--- src/rtl/mips_pkg.sv ---
// Shared encodings for the multi-cycle MIPS core: opcodes, functs, FSM states and ALU operations.
package mips_pkg;

  localparam logic [5:0] OP_RTYPE = 6'b000000;
  localparam logic [5:0] OP_J     = 6'b000010;
  localparam logic [5:0] OP_BEQ   = 6'b000100;
  localparam logic [5:0] OP_BNE   = 6'b000101;
  localparam logic [5:0] OP_ADDI  = 6'b001000;
  localparam logic [5:0] OP_BLT   = 6'b001010;
  localparam logic [5:0] OP_BGT   = 6'b001011;

  localparam logic [5:0] FN_JR  = 6'b001000;
  localparam logic [5:0] FN_ADD = 6'b100000;
  localparam logic [5:0] FN_SUB = 6'b100010;
  localparam logic [5:0] FN_AND = 6'b100100;
  localparam logic [5:0] FN_SLT = 6'b101010;

  typedef enum logic [1:0] {FETCH, DECODE, EXECUTE, WRITEBACK} state_t;
  typedef enum logic [1:0] {ADD, SUB, AND, SLT} alu_op_t;

endpackage

--- src/rtl/mips_regfile.sv ---
// Register file: two operand read ports, a debug read port, one synchronous write port; $0 reads zero.
module mips_regfile
  import mips_pkg::*;
#(
  parameter int unsigned XLEN       = 32,
  parameter int unsigned REG_ADDR_W = 5
) (
  input  logic                  clk,
  input  logic                  reset,
  input  logic [REG_ADDR_W-1:0] rs_addr,
  input  logic [REG_ADDR_W-1:0] rt_addr,
  input  logic [REG_ADDR_W-1:0] dbg_addr,
  output logic [XLEN-1:0]       rs_data,
  output logic [XLEN-1:0]       rt_data,
  output logic [XLEN-1:0]       dbg_data,
  input  logic                  we,
  input  logic [REG_ADDR_W-1:0] waddr,
  input  logic [XLEN-1:0]       wdata
);

  localparam int unsigned NREGS = 1 << REG_ADDR_W;

  logic [XLEN-1:0] regs [NREGS];

  always_ff @(posedge clk) begin
    if (reset) begin
      for (int i = 0; i < NREGS; i++) regs[i[REG_ADDR_W-1:0]] <= '0;
    end else if (we && (waddr != '0)) begin
      regs[waddr] <= wdata;
    end
  end

  assign rs_data  = (rs_addr  == '0) ? '0 : regs[rs_addr];
  assign rt_data  = (rt_addr  == '0) ? '0 : regs[rt_addr];
  assign dbg_data = (dbg_addr == '0) ? '0 : regs[dbg_addr];

endmodule

--- src/rtl/mips_multicycle_core.sv ---
// Multi-cycle MIPS core: FETCH/DECODE/EXECUTE/WRITEBACK over a req/ack instruction port,
// with branch/jump redirection, a retire pulse and a debug register read port.
module mips_multicycle_core
  import mips_pkg::*;
#(
  parameter int unsigned     XLEN       = 32,
  parameter int unsigned     REG_ADDR_W = 5,
  parameter logic [XLEN-1:0] RESET_PC   = '0
) (
  input  logic                  clk,
  input  logic                  reset,
  output logic                  imem_req,
  output logic [XLEN-1:0]       imem_addr,
  input  logic                  imem_ack,
  input  logic [31:0]           imem_rdata,
  output logic [XLEN-1:0]       pc,
  output logic [XLEN-1:0]       result,
  output logic                  retire,
  output logic                  illegal,
  input  logic [REG_ADDR_W-1:0] dbg_addr,
  output logic [XLEN-1:0]       dbg_data
);

  state_t                state, state_next;
  logic [31:0]           ir;
  logic [XLEN-1:0]       a_q, b_q, imm_q, npc_q;
  logic [XLEN-1:0]       rs_data, rt_data, imm_c;
  logic [5:0]            opcode, funct;
  logic [REG_ADDR_W-1:0] rs, rt, rd, dest;
  alu_op_t               alu_op;
  logic                  b_sel_imm, reg_we, load_result, is_jr, is_j, bad_instr;
  logic [XLEN-1:0]       alu_b, alu_out, pc4, br_target, npc_c;
  logic                  br_taken;

  assign opcode    = ir[31:26];
  assign funct     = ir[5:0];
  assign rs        = REG_ADDR_W'(ir[25:21]);
  assign rt        = REG_ADDR_W'(ir[20:16]);
  assign rd        = REG_ADDR_W'(ir[15:11]);
  assign imm_c     = {{(XLEN-16){ir[15]}}, ir[15:0]};
  assign imem_addr = pc;

  mips_regfile #(.XLEN(XLEN), .REG_ADDR_W(REG_ADDR_W)) u_regfile (
    .clk      (clk),
    .reset    (reset),
    .rs_addr  (rs),
    .rt_addr  (rt),
    .dbg_addr (dbg_addr),
    .rs_data  (rs_data),
    .rt_data  (rt_data),
    .dbg_data (dbg_data),
    .we       ((state == WRITEBACK) && reg_we && !reset),
    .waddr    (dest),
    .wdata    (result)
  );

  // Instruction decode; IR is stable from DECODE through WRITEBACK.
  always_comb begin
    alu_op      = ADD;
    b_sel_imm   = 1'b0;
    reg_we      = 1'b0;
    load_result = 1'b0;
    is_jr       = 1'b0;
    is_j        = 1'b0;
    bad_instr   = 1'b0;
    dest        = rd;
    case (opcode)
      OP_RTYPE: begin
        reg_we      = 1'b1;
        load_result = 1'b1;
        case (funct)
          FN_ADD: alu_op = ADD;
          FN_SUB: alu_op = SUB;
          FN_AND: alu_op = AND;
          FN_SLT: alu_op = SLT;
          FN_JR: begin
            reg_we      = 1'b0;
            load_result = 1'b0;
            is_jr       = 1'b1;
          end
          default: begin
            reg_we      = 1'b0;
            load_result = 1'b0;
            bad_instr   = 1'b1;
          end
        endcase
      end
      OP_ADDI: begin
        b_sel_imm   = 1'b1;
        reg_we      = 1'b1;
        load_result = 1'b1;
        dest        = rt;
      end
      OP_BEQ, OP_BNE, OP_BLT, OP_BGT: begin
        alu_op      = SUB;
        load_result = 1'b1;
      end
      OP_J:    is_j = 1'b1;
      default: bad_instr = 1'b1;
    endcase
  end

  // ALU, branch condition and next-pc selection, all evaluated in EXECUTE.
  always_comb begin
    alu_b     = b_sel_imm ? imm_q : b_q;
    pc4       = pc + XLEN'(4);
    br_target = pc4 + (imm_q << 2);
    case (alu_op)
      ADD:     alu_out = a_q + alu_b;
      SUB:     alu_out = a_q - alu_b;
      AND:     alu_out = a_q & alu_b;
      SLT:     alu_out = ($signed(a_q) < $signed(alu_b)) ? XLEN'(1) : '0;
      default: alu_out = '0;
    endcase
    case (opcode)
      OP_BEQ:  br_taken = (a_q == b_q);
      OP_BNE:  br_taken = (a_q != b_q);
      OP_BLT:  br_taken = ($signed(a_q) < $signed(b_q));
      OP_BGT:  br_taken = ($signed(a_q) > $signed(b_q));
      default: br_taken = 1'b0;
    endcase
    npc_c = pc4;
    if (is_jr)         npc_c = a_q;
    else if (is_j)     npc_c = {pc4[XLEN-1:28], ir[25:0], 2'b00};
    else if (br_taken) npc_c = br_target;
  end

  always_ff @(posedge clk) begin
    if (reset) state <= FETCH;
    else       state <= state_next;
  end

  // Handshake and retire pulses are forced low whenever reset is high.
  always_comb begin
    state_next = state;
    imem_req   = 1'b0;
    retire     = 1'b0;
    illegal    = 1'b0;
    case (state)
      FETCH: begin
        imem_req = 1'b1;
        if (imem_ack) state_next = DECODE;
      end
      DECODE:  state_next = EXECUTE;
      EXECUTE: state_next = WRITEBACK;
      WRITEBACK: begin
        retire     = 1'b1;
        illegal    = bad_instr;
        state_next = FETCH;
      end
      default: state_next = FETCH;
    endcase
    if (reset) begin
      imem_req = 1'b0;
      retire   = 1'b0;
      illegal  = 1'b0;
    end
  end

  always_ff @(posedge clk) begin
    if (reset) begin
      pc     <= RESET_PC;
      npc_q  <= RESET_PC;
      ir     <= '0;
      a_q    <= '0;
      b_q    <= '0;
      imm_q  <= '0;
      result <= '0;
    end else begin
      if ((state == FETCH) && imem_ack) ir <= imem_rdata;
      if (state == DECODE) begin
        a_q   <= rs_data;
        b_q   <= rt_data;
        imm_q <= imm_c;
      end
      if (state == EXECUTE) begin
        npc_q <= npc_c;
        if (load_result) result <= alu_out;
      end
      if (state == WRITEBACK) pc <= npc_q;
    end
  end

endmodule

--- config.mk ---
export PLATFORM = sky130hd
export DESIGN_NAME = mips_multicycle_core
export DESIGN_NICKNAME = d
export VERILOG_FILES = /design/src/rtl/mips_pkg.sv /design/src/rtl/mips_regfile.sv /design/src/rtl/mips_multicycle_core.sv
export SDC_FILE = /design/constraint.sdc
export NUM_CORES = 2
export LEC_CHECK = 0
export CAP_MARGIN = 20
export CORE_UTILIZATION = 40
export DETAILED_ROUTE_END_ITERATION = 8
export SETUP_SLACK_MARGIN = 0.1
export SLEW_MARGIN = 20
export SYNTH_ARGS = -nofsm -noshare
export SYNTH_HDL_FRONTEND = slang
export SYNTH_HIERARCHICAL = 1
export SYNTH_SLANG_ARGS = --single-unit
--- constraint.sdc ---
create_clock -name clk -period 4.2 [get_ports clk]
set_input_delay 0.84 -clock clk [delete_from_list [all_inputs] [get_ports clk]]
set_output_delay 0.84 -clock clk [all_outputs]
set_load 0.005 [all_outputs]
==> flow_summary.yaml <==
run_status:
  status: "finished clean"
pwr:
  swShare: 0.352
  clockPowerShare: 0.290
  p_int_w: 0.0277
  fin_total_pwr_w: 0.0427
  pwr-share-comb: 0.362
  p_leak_nw: 33.5
  pwr_density_cell_nw_per_um2: 457
  ir_worst_vdd_mv: 0.459
  seq_power_share: 0.348
  switchingPower_w: 0.0150
finish:
  syn_to_final_growth_pct: 19.5
  drive_gt1_frac: 0.295
  final_cell_mix: "edfxtp_1 (1,024), and2_1 (1,020), mux4_2 (659)"
  nNetsFinal: 6803
  final_core_util: 0.481
  layout_commonest_cell: "edfxtp_1"
  finalNonFillerCells: 9371
detailed_routing:
  viasPerCell: 6.45
  wl_um: 308000
  drt_iter0_drc: 8540
  routedWlPerCell_um: 32.9
  drcViolationCount: 0
  vias: 60400
  ant_nets: 0
  dr.pass1.iters: 6
logic_synthesis:
  synth.largest_area_cell: "edfxtp_1"
  post_synth_num_cell_types: 104
  ys.flop_type: "edfxtp_1"
  synth_area_um2: 78300
  synth_edf_count: 1024
  ys_seq_elements: 1234
  synthTopCellsByArea: "edfxtp_1 (39%), mux4_2 (19%), and2_1 (8.2%), mux2i_1 (5.5%), dfxtp_1 (5.4%)"
  synth_top_area_frac: 0.393
  yosysWarnings: 6
  synthCells: 6231
  avgSynthCellArea_um2: 12.6
  ys_async_sr_fraction: 0
  ys_seq_area_frac: 0.446
worst_setup_path:
  cp-start-kind: "flop"
  cp.required_ns: 4.90
  cp_max_fo: 5
  critPathKind: "flop to flop"
  end_kind: "flop"
  crit_arrival_ns: 4.89
timing:
  post-route-period-util: 0.997
  layout_min_cycle_time_ns: 4.19
  slew_violations: 0
  fmax_mhz: 239
  rsz0062_at_grt: "true"
  setup_tns_ns: 0
  finalSetupViolCount: 0
  hold_viol_final: 0
  worst_pin_slew_ns: 1.24
  worst_slack_ns: 0.0145
  slew_headroom: 0.173
  worst_clock_skew_ns: 0.0362
place:
  pre_cts_ws_ns: -0.552
  dpl.cell_count: 9035
  port_buffers: 170
  hpwlAfterDp_um: 208000
  gp_congestion: 0.950
grt:
  use_met2: 0.479
  grt_overflow: 0
  grt_first_pass_wirelength_um: 430000
  met1_usage: 0.394
  grt.met3_usage: 0.0767
  track_usage: 0.302
  grt_max_degree: 103
  busiest_layer: "met2"
  antenna_found_initial: 23
  first_global_vias: 58500
floorplanning:
  coreArea_um2: 195000
  num_rows: 162
  die_h_um: 445
  dieArea_um2: 198000
  io_pins: 171
  initial_core_util: 0.402
  die_w_um: 445
job:
  drv_cap: 0
clock_network:
  clock_latency_ns: 0.81
  cts_tree: "yes"
  cts-root-buf: "clkbuf_16"
  htree_levels: 4
  clk_path_buf_depth: 3
  cts_made_buffers: 140
  clkTransAtPathRegs_ns: 0.07
  clock-sinks: 1234
worst_hold_path:
  min_path_type: "input pin to flop"
## metrics by stage
step	hold WS [ns]	cell area (µm²)
4_1_cts	0.326	92300
6_report	0.370	93600
2_1_floorplan	0.442	78500
5_1_grt	0.358	93600
3_3_place_gp	0.464	86300
3_5_place_dp	0.460	86300
## layout make-up
| class | instances | area (µm²) |
|---|---|---|
| fill | 17100 | 101000 |
| antenna | 7 | 17.5 |
| inverter | 110 | 415 |
| multi-input combinational | 4278 | 41900 |
| clock buffer | 191 | 3870 |
| clock inverter | 63 | 652 |
| sequential | 1234 | 35000 |
| timing repair buffer | 864 | 8460 |
| tap | 2624 | 3280 |
## critical path, stage by stage, from the launching register on
cell	delay, ns
dfxtp_2	0.33
nor4_4	0.31
nand3b_1	0.13
buf_6	0.16
buf_16	0.15
mux2_4	0.33
ha_1	0.24
fa_2	0.40
a211oi_4	0.30
o21ai_2	0.14
nand3_2	0.12
a21oi_2	0.10
or3_4	0.44
nor3_4	0.16
a2111oi_1	0.09
or4_1	0.49
a31oi_1	0.19
## synth_stat cells, types with 42 or more instances
cell / n
a211oi_1: 82
a21o_1: 42
a21oi_1: 183
a22o_1: 55
a22oi_1: 89
and2_1: 1025
buf_2: 91
buf_4: 72
clkbuf_1: 400
dfxtp_1: 210
edfxtp_1: 1024
ha_1: 132
inv_1: 108
mux2_2: 89
mux2i_1: 430
mux4_2: 659
nand2_1: 185
nand3_1: 45
nor2_1: 311
nor2b_1: 61
nor3_1: 123
o21ai_0: 75
o22ai_1: 97
xnor2_1: 52
## timing repair
| action | 4_1_cts | 5_1_grt |
|---|---|---|
| hold buffers | 0 | 0 |
| buffers inserted | 20 | 44 |
| endpoints found under the hold margin | 0 | 0 |
| resized for setup | 223 | 176 |
| pin swaps | 48 | 73 |
| gates cloned | 6 | 4 |
| setup endpoints to repair | 53 | 52 |
## path summary, 6_finish.rpt
path                   from      endpoint  slack (ns)  cells past startpoint
setup / recovery     ir[31]    result[20]        0.01                     16
hold / removal        reset  imem_addr[9]        0.37                      2
setup reg to reg     ir[31]    result[20]        0.01                     16
hold reg to reg   npc_q[28]     npc_q[28]        0.47                      1
## power groups by stage
stage	combinational [W]	sequential (W)	clock (W)
floorplan	0.00840	0.0146	0
global placement	0.0138	0.0150	0
detailed placement	0.0138	0.0151	0
CTS	0.0146	0.0148	0.0125
global route	0.0161	0.0149	0.0130
finish	0.0155	0.0149	0.0124
## sequential cells by signal (all words and copies together), names as in the netlist
signal,flops
u_regfile/regs,1024
a_q,32
b_q,32
imem_addr,32
ir,32
npc_q,32
result,32
imm_q,16
state,2
## per-layer routing
metal | wire, µm | vias up
met1 | 116000 | 30600
met4 | 14500 | 6
met3 | 37000 | 813
met2 | 141000 | 4329
li1 | - | 24700
met5 | 70 | -
## logic make-up after synthesis
kind of cell | synth area share
and+or+nand+nor | 0.138
DFF | 0.446
muxes | 0.257
AOI/OAI and AO/OA | 0.0833
buffers and inverters | 0.0450
adders and majority gates | 0.0218
xor gates and xnor gates | 0.00816
other | 0.0000479
No activity file was read; power rests on OpenSTA's default activity.
